<file path="config.mk">
export PLATFORM = sky130hd
export DESIGN_NAME = c3aibadapt_avmm_async_xfer
export DESIGN_NICKNAME = d
export VERILOG_FILES = /design/src/rtl/c3aibadapt_avmm_async_xfer.sv
export SDC_FILE = /design/constraint.sdc
export NUM_CORES = 1
export LEC_CHECK = 0
export BUFFER_PORTS_ARGS = -buffer_cell sky130_fd_sc_hd__buf_2
export CORE_AREA = 2 2 39 41
export DETAILED_ROUTE_END_ITERATION = 8
export DIE_AREA = 0 0 41 43
export PLACE_DENSITY = 0.69
export RECOVER_POWER = 25
export SYNTH_ARGS = -nofsm -noshare
export SYNTH_HDL_FRONTEND = slang
export SYNTH_SLANG_ARGS = --single-unit
</file>
<file path="constraint.sdc">
create_clock -name clk -period 2.9 [get_ports clk]
set_input_delay 0.29 -clock clk [delete_from_list [all_inputs] [get_ports clk]]
set_output_delay 0.29 -clock clk [all_outputs]
set_load 0.02 [all_outputs]
</file>
<file path="src/rtl/c3aibadapt_avmm_async_xfer.sv">
// rtl/c3aibadapt_avmm_async_xfer.sv - multi-channel SSR capture/update transfer block
// Strobes are synchronised and edge-detected so each SSR pass moves data exactly once.
module c3aibadapt_avmm_async_xfer #(
  parameter int                NUM_CH     = 4,
  parameter int                SYNC_STAGE = 3,
  parameter int                DEBOUNCE   = 4,
  parameter logic [NUM_CH-1:0] DIR_MASK   = {NUM_CH{1'b0}},
  parameter logic [NUM_CH-1:0] RESET_VAL  = {NUM_CH{1'b0}}
) (
  input  logic              clk,
  input  logic              rst_n,
  input  logic              sr_load,
  input  logic              sr_unload,
  input  logic [NUM_CH-1:0] ssr_data_in,
  input  logic [NUM_CH-1:0] data_in,
  output logic [NUM_CH-1:0] data_out,
  output logic [NUM_CH-1:0] ssr_data_out,
  output logic [NUM_CH-1:0] change_pend,
  output logic              load_done,
  output logic              unload_done
);

  localparam int            CW       = $clog2(DEBOUNCE + 1);
  localparam logic [CW-1:0] CNT_LAST = CW'(DEBOUNCE - 1);

  logic [SYNC_STAGE-1:0] load_sync;
  logic [SYNC_STAGE-1:0] unload_sync;
  logic                  load_prev;
  logic                  unload_prev;
  logic                  load_evt;
  logic                  unload_evt;

  assign load_evt   = load_sync[SYNC_STAGE-1] & ~load_prev;
  assign unload_evt = unload_sync[SYNC_STAGE-1] & ~unload_prev;

  always_ff @(posedge clk or negedge rst_n) begin
    if (!rst_n) begin
      load_sync   <= '0;
      unload_sync <= '0;
      load_prev   <= 1'b0;
      unload_prev <= 1'b0;
      load_done   <= 1'b0;
      unload_done <= 1'b0;
    end else begin
      load_sync   <= {load_sync[SYNC_STAGE-2:0], sr_load};
      unload_sync <= {unload_sync[SYNC_STAGE-2:0], sr_unload};
      load_prev   <= load_sync[SYNC_STAGE-1];
      unload_prev <= unload_sync[SYNC_STAGE-1];
      load_done   <= load_evt;
      unload_done <= unload_evt;
    end
  end

  // Every channel carries both datapaths; DIR_MASK selects which one reaches the outputs.
  logic [NUM_CH-1:0] din_sync [SYNC_STAGE];
  logic [NUM_CH-1:0] din_s;
  logic [NUM_CH-1:0] stable;
  logic [NUM_CH-1:0] snap;
  logic [NUM_CH-1:0] pend;
  logic [NUM_CH-1:0] upd;
  logic [NUM_CH-1:0] accept;
  logic [CW-1:0]     cnt [NUM_CH];

  assign din_s = din_sync[SYNC_STAGE-1];

  always_comb begin
    accept = '0;
    for (int i = 0; i < NUM_CH; i++) begin
      accept[i] = (din_s[i] != stable[i]) && (cnt[i] == CNT_LAST);
    end
  end

  always_ff @(posedge clk or negedge rst_n) begin
    if (!rst_n) begin
      for (int s = 0; s < SYNC_STAGE; s++) din_sync[s] <= RESET_VAL;
      for (int i = 0; i < NUM_CH; i++) cnt[i] <= '0;
      stable <= RESET_VAL;
      snap   <= RESET_VAL;
      pend   <= '0;
      upd    <= RESET_VAL;
    end else begin
      din_sync[0] <= data_in;
      for (int s = 1; s < SYNC_STAGE; s++) din_sync[s] <= din_sync[s-1];
      for (int i = 0; i < NUM_CH; i++) begin
        if (din_s[i] == stable[i] || accept[i]) cnt[i] <= '0;
        else                                    cnt[i] <= cnt[i] + 1'b1;
      end
      stable <= stable ^ accept;
      if (unload_evt) snap <= stable;
      // A stable-value change on the unload edge must not be lost by the clear.
      pend <= accept | (unload_evt ? '0 : pend);
      if (load_evt) upd <= ssr_data_in;
    end
  end

  assign data_out     = (stable & DIR_MASK) | (upd & ~DIR_MASK);
  assign ssr_data_out = snap & DIR_MASK;
  assign change_pend  = pend & DIR_MASK;

endmodule

</file>
* After elaboration in Yosys (flattened, before gate mapping)
Index checks and enable logic that the tools add are counted.
** Storage, ports and cells
- Output and inout bits :: 14
- Logic and storage cells :: 11
- Bits of input ports :: 12
- Register bits after elaboration :: 14
** Operators by class
- Bitwise operators :: 4
** Operators by type and width (number)
- $and 1x1->1 :: 2
- $not 1->1 :: 2

* Depth between registers and ports, before layout
- Depth after elaboration :: 2
- Depth in mapped cells :: 3
- Depth with buffers taken out :: 2

* Least setup slack after synthesis
No wires, ideal clock.
- Path kind :: register to register
- From :: register load_prev
- To :: register upd[0] (netlist: data_out[0])
- Stages on the path, launching flop included :: 4
- Path slack :: 1896 ps
- Library setup time :: 125 ps
- Data arrival time :: 878 ps
- Buffers on the path :: 1
- Required time :: 2775 ps
- Clock period less this slack :: 1004 ps
- Cell sequence :: dfrtp_1 nor2b_4 buf_6 mux2_4
** On the way
- Word-level cells in the longest chain between the ends :: 2
** RTL lines
- from (decl) :: line 28 : logic load_prev;
- from (signal assigned) :: line 47 : load_prev <= load_sync[SYNC_STAGE-1];
- $not 1->1 :: line 33 : assign load_evt = load_sync[SYNC_STAGE-1] & ~load_prev;
- $and 1x1->1 :: line 33
- via load_evt :: line 30 : logic load_evt;
- to (signal assigned) :: line 92 : if (load_evt) upd <= ssr_data_in;
- to (decl) :: line 60 : logic [NUM_CH-1:0] upd;
The timed path passes the listed nets, and every way through them passes these cells.
A chain may end at the register's enable or synchronous reset.

* Worst setup path after layout
- From :: register upd[0] (netlist: data_out[0])
- To :: output data_out[0]
** RTL lines
- to (decl) :: line 16 : output logic [NUM_CH-1:0] data_out,
No word-level cell between the ends.

==> flow_results.xml <==
<?xml version="1.0" encoding="UTF-8"?>
<metrics>
  <group name="drt">
    <metric name="via_count" unit="">233</metric>
    <metric name="drtAntennaViolNets" unit="">0</metric>
    <metric name="detailed_route_wire_length_per_cell" unit="um">9.39</metric>
    <metric name="detail_route.drc_violations" unit="">0</metric>
    <metric name="detail_route.iter0.violations" unit="">2</metric>
    <metric name="avgViaCountPerCell" unit="">3.76</metric>
    <metric name="wl" unit="um">582</metric>
    <metric name="drt_pass1_iterations" unit="">3</metric>
  </group>
  <group name="cts">
    <metric name="root_buffer" unit="">sky130_fd_sc_hd__clkbuf_4</metric>
    <metric name="cts_sinks" unit="">14</metric>
    <metric name="cts_resized" unit="">0</metric>
    <metric name="clk_pin_slew_worst_paths" unit="ps">90</metric>
    <metric name="clk_latency" unit="ps">270</metric>
    <metric name="buffer_depth_of_the_longest_clock_path" unit="">2</metric>
    <metric name="cts_made_buffers" unit="">3</metric>
    <metric name="tritoncts_clock_tree" unit="">yes</metric>
    <metric name="clock_tree.htree_level_count" unit="">1</metric>
  </group>
  <group name="power_and_ir_drop">
    <metric name="power_density_of_the_placed_cells" unit="nW/um^2">686</metric>
    <metric name="leakage_power_summed_over_all_cells" unit="nW">0.309</metric>
    <metric name="peakVddDrop" unit="mV">0.335</metric>
    <metric name="power_switching_share" unit="%">23.7</metric>
    <metric name="power.internal" unit="mW">0.310</metric>
    <metric name="portion_of_total_power_attributed_to_combinational_logic" unit="%">14.1</metric>
    <metric name="clock_power_share" unit="%">32.7</metric>
    <metric name="power.sequential.fraction" unit="%">53.2</metric>
    <metric name="post-layout-total-power" unit="mW">0.406</metric>
    <metric name="p_sw" unit="mW">0.0962</metric>
  </group>
  <group name="floorplanning">
    <metric name="num_rows" unit="">14</metric>
    <metric name="die-area" unit="um^2">1760</metric>
    <metric name="initial_utilization" unit="%">36.5</metric>
    <metric name="design.portCount" unit="">26</metric>
    <metric name="core" unit="um^2">1380</metric>
    <metric name="die_h" unit="um">43</metric>
    <metric name="die-width" unit="um">41</metric>
  </group>
  <group name="timing">
    <metric name="rsz0062_at_grt" unit="">no</metric>
    <metric name="timing_hold_violations_final" unit="">0</metric>
    <metric name="finalCritPeriodShare" unit="%">38.2</metric>
    <metric name="final_period_minus_worst_setup_slack" unit="ps">1110</metric>
    <metric name="drv_slew" unit="">0</metric>
    <metric name="setup_violations" unit="">0</metric>
    <metric name="f_max" unit="GHz">0.904</metric>
    <metric name="final.setup_skew" unit="ps">12.6</metric>
    <metric name="tns" unit="ps">0</metric>
  </group>
  <group name="global_route">
    <metric name="grt_max_degree" unit="">15</metric>
    <metric name="gr-usage-all-layers" unit="%">8.02</metric>
    <metric name="grt_first_pass_wirelength" unit="um">883</metric>
    <metric name="first_global_vias" unit="">213</metric>
    <metric name="globalRouteOverflowTotal" unit="">0</metric>
    <metric name="grt_antenna_before_repair" unit="">0</metric>
  </group>
  <group name="placed_design">
    <metric name="port_buffers" unit="">13</metric>
    <metric name="post_dp_cell_area" unit="um^2">546</metric>
    <metric name="gp_congestion" unit="">0.534</metric>
  </group>
  <group name="final_layout">
    <metric name="ant_cells" unit="">0</metric>
    <metric name="drive_above_1_share" unit="%">47.8</metric>
    <metric name="design.final.nets" unit="">59</metric>
    <metric name="fillCellCount" unit="">134</metric>
    <metric name="final_cell_area" unit="um^2">592</metric>
    <metric name="area_growth" unit="%">17.1</metric>
  </group>
  <group name="synth">
    <metric name="synth_xor_xnor_area_share" unit="%">0</metric>
    <metric name="combinational_family_with_the_most_area_after_synthesis" unit="">buffers and inverters</metric>
    <metric name="yosysSeqAreaShare" unit="%">69.3</metric>
    <metric name="yosys-mux-area-fraction" unit="%">11.9</metric>
    <metric name="synthAdderAreaFrac" unit="%">0</metric>
    <metric name="synthesis.instances" unit="">30</metric>
    <metric name="post_synth_instance_area" unit="um^2">505</metric>
    <metric name="synth.ff_latch_count" unit="">14</metric>
    <metric name="synthSimpleGateAreaFrac" unit="%">3.96</metric>
    <metric name="synth_cell_types" unit="">7</metric>
    <metric name="yosys_warnings" unit="">0</metric>
    <metric name="syn_avg_cell_area" unit="um^2">16.8</metric>
    <metric name="synth_compound_gate_area_share" unit="%">0</metric>
  </group>
  <group name="flow_run">
    <metric name="max_cap_viol_count" unit="">0</metric>
  </group>
  <group name="critical_path">
    <metric name="timing.critical_path.depth" unit="">1</metric>
    <metric name="critPathMaxFanout" unit="">2</metric>
    <metric name="worst-endpoint-arrival" unit="ps">820</metric>
    <metric name="cp_slowest_stage_delay" unit="ps">390</metric>
    <metric name="critical_path.startpoint_type" unit="">flip-flop</metric>
    <metric name="rr_startpoint" unit="">load_prev</metric>
    <metric name="register_to_register_path_setup_slack" unit="ps">1860</metric>
    <metric name="critical-path-top-delay-family" unit="">flip-flops</metric>
    <metric name="reg2reg_depth" unit="">2</metric>
    <metric name="capture_point_of_the_worst_reg_to_reg_path" unit="">data_out[1]</metric>
    <metric name="end_kind" unit="">primary output</metric>
    <metric name="timing_worst_setup_path_type" unit="">reg2out</metric>
    <metric name="critical_path.cell_chain" unit="">buf_2</metric>
    <metric name="worst-path-buf-inv" unit="">1</metric>
    <metric name="cp_data_required_time" unit="ps">2610</metric>
    <metric name="critical-path-slowest-cell" unit="">sky130_fd_sc_hd__dfrtp_1</metric>
  </group>
  <group name="status">
    <metric name="run_status" unit="">finished, final reports clean</metric>
  </group>
  <group name="worst_hold_path">
    <metric name="timing.hold.worst.class" unit="">in2reg</metric>
    <metric name="min_from" unit="">sr_load</metric>
    <metric name="min_delay_worst_endpoint" unit="">load_sync[0]</metric>
    <metric name="timing.hold.worst_path_depth" unit="">1</metric>
  </group>
</metrics>
[how the worst max path moves through the flow]
stage / end / startpoint / slack [ps]
floorplan: data_out[0] / load_prev / 1900
global placement: data_out[3] / load_prev / 1880
detailed placement: data_out[1] / load_prev / 1860
CTS: data_out[0] / data_out[0] / 1790
global route: data_out[0] / data_out[0] / 1760
finish: data_out[0] / data_out[0] / 1790
[routing by layer]
| metal | part of all wire, % | vias up | global-route usage [%] | wire [um] |
|---|---|---|---|---|
| li1 | - | 109 | - | - |
| met3 | 8.2 | 0 | 3.14 | 48 |
| met5 | 0 | - | 0 | 0 |
| met2 | 46 | 11 | 10.3 | 270 |
| met1 | 45 | 113 | 9.38 | 263 |
| met4 | 0 | 0 | 8.00 | 0 |
[cell families (layout without fill, tap and decap cells)]
kind of cell / after synthesis / after routing
buffers and inverters: 9 / 18
DFF: 14 / 14
muxes: 4 / 4
other: 1 / 8
and+or+nand+nor: 2 / 2
[layout make-up]
class | count | area (um^2) | share of cell area [%]
Timing Repair Buffer | 14 | 75.1 | 12.7
Multi-Input combinational cell | 14 | 110 | 18.6
Clock buffer | 4 | 36.3 | 6.13
Sequential cell | 14 | 350 | 59.2
Tap cell | 16 | 20.0 | 3.38
[power groups by stage]
stage                     combinational (mW)  sequential, mW  clock [mW]
after floorplan                       0.0344           0.233           0
after global placement                0.0558           0.220           0
after detailed placement              0.0567           0.220           0
after CTS                             0.0580           0.216       0.136
after global routing                  0.0617           0.218       0.143
final                                 0.0572           0.216       0.133
[sequential cells by signal, summed over array words and instances, names as in the netlist]
name,cells
data_out,4
load_sync,3
unload_sync,3
load_done,1
load_prev,1
unload_done,1
unload_prev,1
[repair_timing]
action                                 CTS  global route
buffers inserted                         0             0
endpoints found under the hold margin   14             0
hold buffers                             1             0
[cells in the final DEF (no fill, tap or decap)]
cell type,instances
sky130_fd_sc_hd__clkbuf_4,3
sky130_fd_sc_hd__dfrtp_1,14
sky130_fd_sc_hd__nor2b_4,1
sky130_fd_sc_hd__dlygate4sd3_1,1
sky130_fd_sc_hd__buf_2,13
sky130_fd_sc_hd__conb_1,8
sky130_fd_sc_hd__mux2_4,4
sky130_fd_sc_hd__clkbuf_8,1
sky130_fd_sc_hd__nor2b_1,1
[cells in the mapped netlist, drive strengths merged]
library cell / n / area share (%)
dfrtp: 14 / 69
buf: 9 / 14
nor2b: 2 / 4.0
mux2: 4 / 12
conb: 1 / 0.74
[through the flow]
| step | setup slack (ps) | hold slack [ps] | instances | utilization (%) |
|---|---|---|---|---|
| 2_1_floorplan | 1900 | -5.59 | 37 | - |
| 3_3_place_gp | 1880 | 189 | 57 | 39.4 |
| 3_5_place_dp | 1860 | 197 | 57 | 39.4 |
| 4_1_cts | 1790 | 117 | 62 | 42.8 |
| 5_1_grt | 1760 | 113 | 62 | 42.8 |
| 6_report | 1790 | 116 | 62 | 42.8 |
Power figures use the tool's default switching activity.
